[src/rtl/if_fetch_unit.sv]
// ---------------------------------------------------------------------------
// if_fetch_unit
//   Instruction-fetch front end. Generates sequential word-aligned PCs, issues
//   them to instruction memory over a valid/ready request channel, collects
//   the in-order responses into a small fetch buffer tagged with their PCs,
//   and presents the buffer head to the IF/ID register. A redirect from EX
//   flushes the buffer and restarts fetch at the new target. Responses that
//   were still in flight at the redirect are counted and dropped on arrival.
//
// Parameters
//   WIDTH     data/address width
//   RESET_PC  first fetch address after reset
//   BUF_DEPTH fetch-buffer entries, also the limit on outstanding requests
//
// Ports
//   clk, rst        clock; asynchronous active-high reset
//   imem_req_*      request channel: valid/ready handshake, word address
//   imem_rsp_*      response channel: one word per valid, in request order
//   redirect_*      control-flow redirect and its target (bits [1:0] ignored)
//   stall           IF/ID holding; the head entry is not consumed
//   if_valid/pc/instr  head of the fetch buffer (0 / NOP when empty)
// ---------------------------------------------------------------------------
module if_fetch_unit #(
  parameter int              WIDTH     = 32,
  parameter logic [WIDTH-1:0] RESET_PC = '0,
  parameter int              BUF_DEPTH = 2
) (
  input  logic             clk,
  input  logic             rst,
  output logic             imem_req_valid,
  input  logic             imem_req_ready,
  output logic [WIDTH-1:0] imem_req_addr,
  input  logic             imem_rsp_valid,
  input  logic [WIDTH-1:0] imem_rsp_data,
  input  logic             redirect_valid,
  input  logic [WIDTH-1:0] redirect_pc,
  input  logic             stall,
  output logic             if_valid,
  output logic [WIDTH-1:0] if_pc,
  output logic [WIDTH-1:0] if_instr
);

  localparam int CW = $clog2(BUF_DEPTH + 1) + 2;
  localparam int PW = (BUF_DEPTH > 1) ? $clog2(BUF_DEPTH) : 1;
  localparam logic [CW-1:0]    DEPTH_C  = CW'(BUF_DEPTH);
  localparam logic [PW-1:0]    LAST_PTR = PW'(BUF_DEPTH - 1);
  localparam logic [WIDTH-1:0] NOP      = WIDTH'(32'h0000_0013);
  localparam logic [WIDTH-1:0] STEP     = WIDTH'(4);

  typedef enum logic [1:0] {
    RST_WAIT = 2'd0,
    FETCH    = 2'd1,
    DRAIN    = 2'd2
  } state_t;

  state_t           state_reg;
  logic [WIDTH-1:0] fetch_pc_reg;
  logic [WIDTH-1:0] resp_pc_reg;
  logic [PW-1:0]    head_reg;
  logic [PW-1:0]    tail_reg;
  logic [CW-1:0]    occ_reg;   // filled buffer entries
  logic [CW-1:0]    live_reg;  // accepted requests whose words will be kept
  logic [CW-1:0]    kill_reg;  // accepted requests whose words must be dropped

  logic [WIDTH-1:0] buf_pc    [BUF_DEPTH];
  logic [WIDTH-1:0] buf_instr [BUF_DEPTH];

  logic             do_pop;
  logic             do_push;
  logic             do_drop;
  logic             req_fire;
  logic [CW-1:0]    occ_after_pop;
  logic [CW-1:0]    outstanding;
  logic [CW-1:0]    kill_redirect;
  logic [CW-1:0]    kill_next;
  logic [WIDTH-1:0] redirect_aligned;
  logic             unused_redirect_lsbs;

  assign redirect_aligned     = {redirect_pc[WIDTH-1:2], 2'b00};
  assign unused_redirect_lsbs = ^redirect_pc[1:0];

  // Head of buffer drives the IF/ID interface directly.
  assign if_valid = (occ_reg != '0);
  assign if_pc    = if_valid ? buf_pc[head_reg]    : '0;
  assign if_instr = if_valid ? buf_instr[head_reg] : NOP;

  // A redirect clears the buffer, so nothing is popped or pushed that cycle.
  assign do_pop  = if_valid & ~stall & ~redirect_valid;
  assign do_drop = imem_rsp_valid & (kill_reg != '0);
  assign do_push = imem_rsp_valid & (kill_reg == '0) & (live_reg != '0) & ~redirect_valid;

  // The head leaving this cycle frees its slot for a new request; this is
  // what lets a 2-entry buffer sustain one instruction per cycle with a
  // 1-cycle memory. Every accepted request still has a guaranteed slot.
  assign occ_after_pop = occ_reg - CW'(do_pop);
  assign outstanding   = live_reg + kill_reg;

  assign imem_req_valid = (state_reg != RST_WAIT) & ~redirect_valid &
                          ((occ_after_pop + live_reg) < DEPTH_C) &
                          (outstanding < DEPTH_C);
  assign imem_req_addr  = fetch_pc_reg;
  assign req_fire       = imem_req_valid & imem_req_ready;

  // Everything outstanding becomes stale on a redirect, less the word that
  // arrives in the redirect cycle itself (dropped immediately).
  always_comb begin
    kill_redirect = outstanding;
    if (imem_rsp_valid && (outstanding != '0)) begin
      kill_redirect = outstanding - CW'(1);
    end
    kill_next = kill_reg - CW'(do_drop);
  end

  always_ff @(posedge clk or posedge rst) begin
    if (rst) begin
      state_reg    <= RST_WAIT;
      fetch_pc_reg <= RESET_PC;
      resp_pc_reg  <= RESET_PC;
      head_reg     <= '0;
      tail_reg     <= '0;
      occ_reg      <= '0;
      live_reg     <= '0;
      kill_reg     <= '0;
    end else if (redirect_valid) begin
      fetch_pc_reg <= redirect_aligned;
      resp_pc_reg  <= redirect_aligned;
      head_reg     <= '0;
      tail_reg     <= '0;
      occ_reg      <= '0;
      live_reg     <= '0;
      kill_reg     <= kill_redirect;
      state_reg    <= (kill_redirect != '0) ? DRAIN : FETCH;
    end else begin
      if (req_fire) begin
        fetch_pc_reg <= fetch_pc_reg + STEP;
      end
      if (do_push) begin
        resp_pc_reg <= resp_pc_reg + STEP;
        tail_reg    <= (tail_reg == LAST_PTR) ? '0 : tail_reg + PW'(1);
      end
      if (do_pop) begin
        head_reg <= (head_reg == LAST_PTR) ? '0 : head_reg + PW'(1);
      end
      occ_reg  <= occ_reg + CW'(do_push) - CW'(do_pop);
      live_reg <= live_reg + CW'(req_fire) - CW'(do_push);
      kill_reg <= kill_next;

      case (state_reg)
        RST_WAIT: state_reg <= FETCH;
        FETCH:    state_reg <= FETCH;
        DRAIN:    if (kill_next == '0) state_reg <= FETCH;
        default:  state_reg <= FETCH;
      endcase
    end
  end

  // Buffer storage: written at the tail, read combinationally at the head.
  always_ff @(posedge clk) begin
    if (do_push) begin
      buf_pc[tail_reg]    <= resp_pc_reg;
      buf_instr[tail_reg] <= imem_rsp_data;
    end
  end

  // The credit check must make a push into a full, non-draining buffer impossible.
  always @(posedge clk) begin
    if (!rst) begin
      assert (!(do_push && !do_pop && (occ_reg == DEPTH_C)));
    end
  end

endmodule

[config.mk]
export PLATFORM = sky130hd
export DESIGN_NAME = if_fetch_unit
export DESIGN_NICKNAME = d
export VERILOG_FILES = /design/src/rtl/if_fetch_unit.sv
export SDC_FILE = /design/constraint.sdc
export NUM_CORES = 1
export LEC_CHECK = 0
export CAP_MARGIN = 0
export CORE_AREA = 2 2 139 141
export DETAILED_ROUTE_END_ITERATION = 8
export DIE_AREA = 0 0 141 143
export HOLD_SLACK_MARGIN = 0.02
export PLACE_DENSITY = 0.76
export SETUP_SLACK_MARGIN = 0.2
export SLEW_MARGIN = 40
export SYNTH_ARGS = -nofsm -noshare
export SYNTH_HDL_FRONTEND = slang
export SYNTH_SLANG_ARGS = --single-unit
[constraint.sdc]
create_clock -name clk -period 7.3 [get_ports clk]
set_clock_uncertainty 0.1 [all_clocks]
set_input_delay 1.095 -clock clk [delete_from_list [all_inputs] [get_ports clk]]
set_output_delay 1.095 -clock clk [all_outputs]
set_load 0.02 [all_outputs]
==> load_flow_metrics.sql <==
INSERT INTO impl_metrics (metric_group, metric, value, unit) VALUES
('outcome', 'outcome', 'finished clean', ''),
('worst_setup_path', 'critical_path.reg2reg.startpoint', 'occ_reg[2]', ''),
('synth', 'yosys.area.top_type_share', '0.3747', ''),
('global_routing', 'first_global_vias', '7232', ''),
('timing', 'period_share', '0.7286', ''),
('routing', 'ant_nets', '0', ''),
('timing', 'unrepaired_setup_endpoints_after_global_routing', 'false', ''),
('power', 'combPwrFrac', '0.406', ''),
('worst_hold_path', 'worst_hold_end', 'buf_pc[1][31]', ''),
('layout', 'reg.largest.list', 'buf_instr: 64 flops, buf_pc: 60 flops', ''),
('routing', 'wl_met2', '11.05', 'mm'),
('synth', 'async_reset_ff_frac', '0.3800', ''),
('clock_tree', 'postCtsHoldBufs', '0', ''),
('clock_tree', 'cts_sinks', '200', ''),
('clock_tree', 'cts-buffers-inserted', '17', ''),
('synth', 'yosysMostFrequentCell', 'sky130_fd_sc_hd__edfxtp_1', ''),
('synth', 'synth_area_per_cell', '11.46', 'um^2'),
('timing', 'report.final.hold_viol_count', '0', ''),
('timing', 'drv_slew', '0', ''),
('power', 'clockPowerShare', '0.240', ''),
('worst_setup_path', 'slowest_stage', 'sky130_fd_sc_hd__clkdlybuf4s50_1', ''),
('clock_tree', 'clkSlewWorstSetupHoldPaths', '0.08', 'ns'),
('routing', 'routedWlPerCell', '18.84', 'um'),
('die', 'die-width', '141', 'um'),
('timing', 'setup_total_negative_slack', '0', 'ns'),
('timing', 'worst-slew-pin-transition', '0.8224', 'ns'),
('layout', 'post_route_cells_drive_above_1_share', '0.05773', ''),
('power', 'cellInternalPower', '2443', 'uW'),
('synth', 'synth_edf_count', '124', ''),
('die', 'floorplan.initialDensity', '0.5349', ''),
('power', 'relative_contribution_of_sequential_cells_to_total_power', '0.354', ''),
('worst_setup_path', 'category_of_the_most_critical_setup_path', 'reg -> out', ''),
('layout', 'number_of_flip_flops_in_the_largest_register', '64', ''),
('clock_tree', 'tritoncts', 'done', ''),
('die', 'design.core.area', '18580', 'um^2'),
('worst_hold_path', 'timing.hold.worst.class', 'reg -> reg', ''),
('routing', 'top_layer_used', 'met4', ''),
('clock_tree', 'htree_levels', '4', ''),
('timing', 'achievable-frequency', '188.0', 'MHz'),
('synth', 'synth_sequential_area_ratio', '0.5660', ''),
('power', 'sw_frac', '0.3769', ''),
('synth', 'synth_common_cells', 'sky130_fd_sc_hd__edfxtp_1 (124), sky130_fd_sc_hd__nor2_1 (120), sky130_fd_sc_hd__dfrtp_1 (76)', ''),
('clock_tree', 'cts_post_setup_buffers_inserted', '0', ''),
('global_routing', 'global_route.usage.total', '0.2417', ''),
('synth', 'yosysTopAreaCell', 'sky130_fd_sc_hd__edfxtp_1', ''),
('worst_setup_path', 'cp_num_buf_inv', '6', ''),
('die', 'num_rows', '50', ''),
('die', 'io_pins', '168', ''),
('worst_setup_path', 'reg2reg_depth', '18', ''),
('worst_hold_path', 'hold_path_depth', '0', ''),
('clock_tree', 'ctsResizeCount', '0', ''),
('layout', 'antennaDiodeCount', '0', ''),
('routing', 'wirelength_met1', '10.46', 'mm'),
('placement', 'placedCellCount', '1223', ''),
('layout', 'finalNetCount', '1104', ''),
('worst_setup_path', 'path_common_cell', 'sky130_fd_sc_hd__inv_1', ''),
('routing', 'remaining_drc_errors', '0', ''),
('layout', 'syn2layout_area_growth', '24.32', '%'),
('routing', 'drt_first_pass_iters', '5', ''),
('die', 'die_height', '143', 'um'),
('power', 'p_leak', '0.004437', 'uW'),
('clock_tree', 'worstSkewPairLatency', '0.44', 'ns'),
('routing', 'routed_wl_met3', '1.673', 'mm'),
('power', 'max-vdd-ir-drop', '0.0001743', 'V'),
('worst_setup_path', 'timing.critical_path.to_type', 'output port', ''),
('routing', 'drt_iter0_markers', '593', ''),
('routing', 'total_detailed_routing_wirelength', '23.66', 'mm'),
('timing', 'setup_viol', '0', ''),
('synth', 'yosysWarningCount', '0', ''),
('placement', 'dp_hpwl', '15.50', 'mm'),
('routing', 'vias_per_cell', '5.980', '');
## layout by cell type (no fill, tap or decap), types with 9 or more instances in the layout
cell type,synthesis,routed
sky130_fd_sc_hd__a2111oi_0,24,24
sky130_fd_sc_hd__a211oi_1,31,31
sky130_fd_sc_hd__a21boi_0,9,9
sky130_fd_sc_hd__a21o_1,14,14
sky130_fd_sc_hd__a21oi_1,15,15
sky130_fd_sc_hd__and3_1,14,14
sky130_fd_sc_hd__clkbuf_16,0,17
sky130_fd_sc_hd__clkdlybuf4s50_1,0,160
sky130_fd_sc_hd__dfrtp_1,76,75
sky130_fd_sc_hd__edfxtp_1,124,124
sky130_fd_sc_hd__ha_1,21,21
sky130_fd_sc_hd__inv_1,32,31
sky130_fd_sc_hd__mux2i_1,69,69
sky130_fd_sc_hd__nand2_1,41,41
sky130_fd_sc_hd__nand2b_1,11,11
sky130_fd_sc_hd__nand3_1,28,28
sky130_fd_sc_hd__nand4_1,19,19
sky130_fd_sc_hd__nor2_1,120,120
sky130_fd_sc_hd__nor3_1,15,14
sky130_fd_sc_hd__o21ai_0,14,14
sky130_fd_sc_hd__or3_1,9,9
sky130_fd_sc_hd__xnor2_1,32,32
## kinds of logic after synthesis
logic type               after synthesis  share of synthesized area
buffers and inverters                 86                    0.03424
flip-flops                           200                     0.5660
AO/OA/AOI/OAI                        156                     0.1166
multiplexers                          73                    0.07403
XOR/XNOR                              39                    0.03437
other                                  1                  0.0003773
adder cells (fa/ha/maj)               25                    0.03450
AND/OR/NAND/NOR                      287                     0.1399
## area by class of cell
type / count / area (um^2) / share of cell area
Multi-Input combinational cell: 584 / 3991 / 0.3230
Inverter: 33 / 123.9 / 0.01003
Clock inverter: 14 / 160.2 / 0.01296
Tap cell: 234 / 292.8 / 0.02370
Timing Repair Buffer: 173 / 1729 / 0.1399
Clock buffer: 18 / 429.2 / 0.03473
Sequential cell: 200 / 5629 / 0.4556
## power groups by stage
stage                     combinational [uW]  clock, uW  sequential, uW
after global placement                  1560          0            1410
final                                   1590        941            1390
after CTS                               1590        952            1390
after detailed placement                1590          0            1410
after floorplan                          990          0            1390
after global routing                    1730        997            1400
## layer usage
layer | global-route usage | vias up
li1 | - | 3510
met1 | 0.3336 | 3632
met2 | 0.3882 | 335
met3 | 0.04561 | 34
met4 | 0.08368 | 0
met5 | 0 | -
## stage by stage
step	cell area, um^2	total power (uW)	utilization
finish	12360	3920	0.6650
floorplan	9950	2376	-
detailed placement	11740	2998	0.6320
global route	12360	4126	0.6650
global placement	11720	2971	0.6307
CTS	12330	3934	0.6637
## worst max-delay path by stage
stage                        start               to  slack [ns]  cells after the start
floorplan           redirect_valid  buf_instr[0][0]        0.48                      5
global placement             stall   imem_req_valid        2.15                     12
detailed placement           stall   imem_req_valid        2.10                     12
CTS                     occ_reg[2]   imem_req_valid        1.95                     15
global route            occ_reg[2]   imem_req_valid        1.64                     15
finish                  occ_reg[2]   imem_req_valid        1.98                     15
Power figures use the tool's default switching activity.
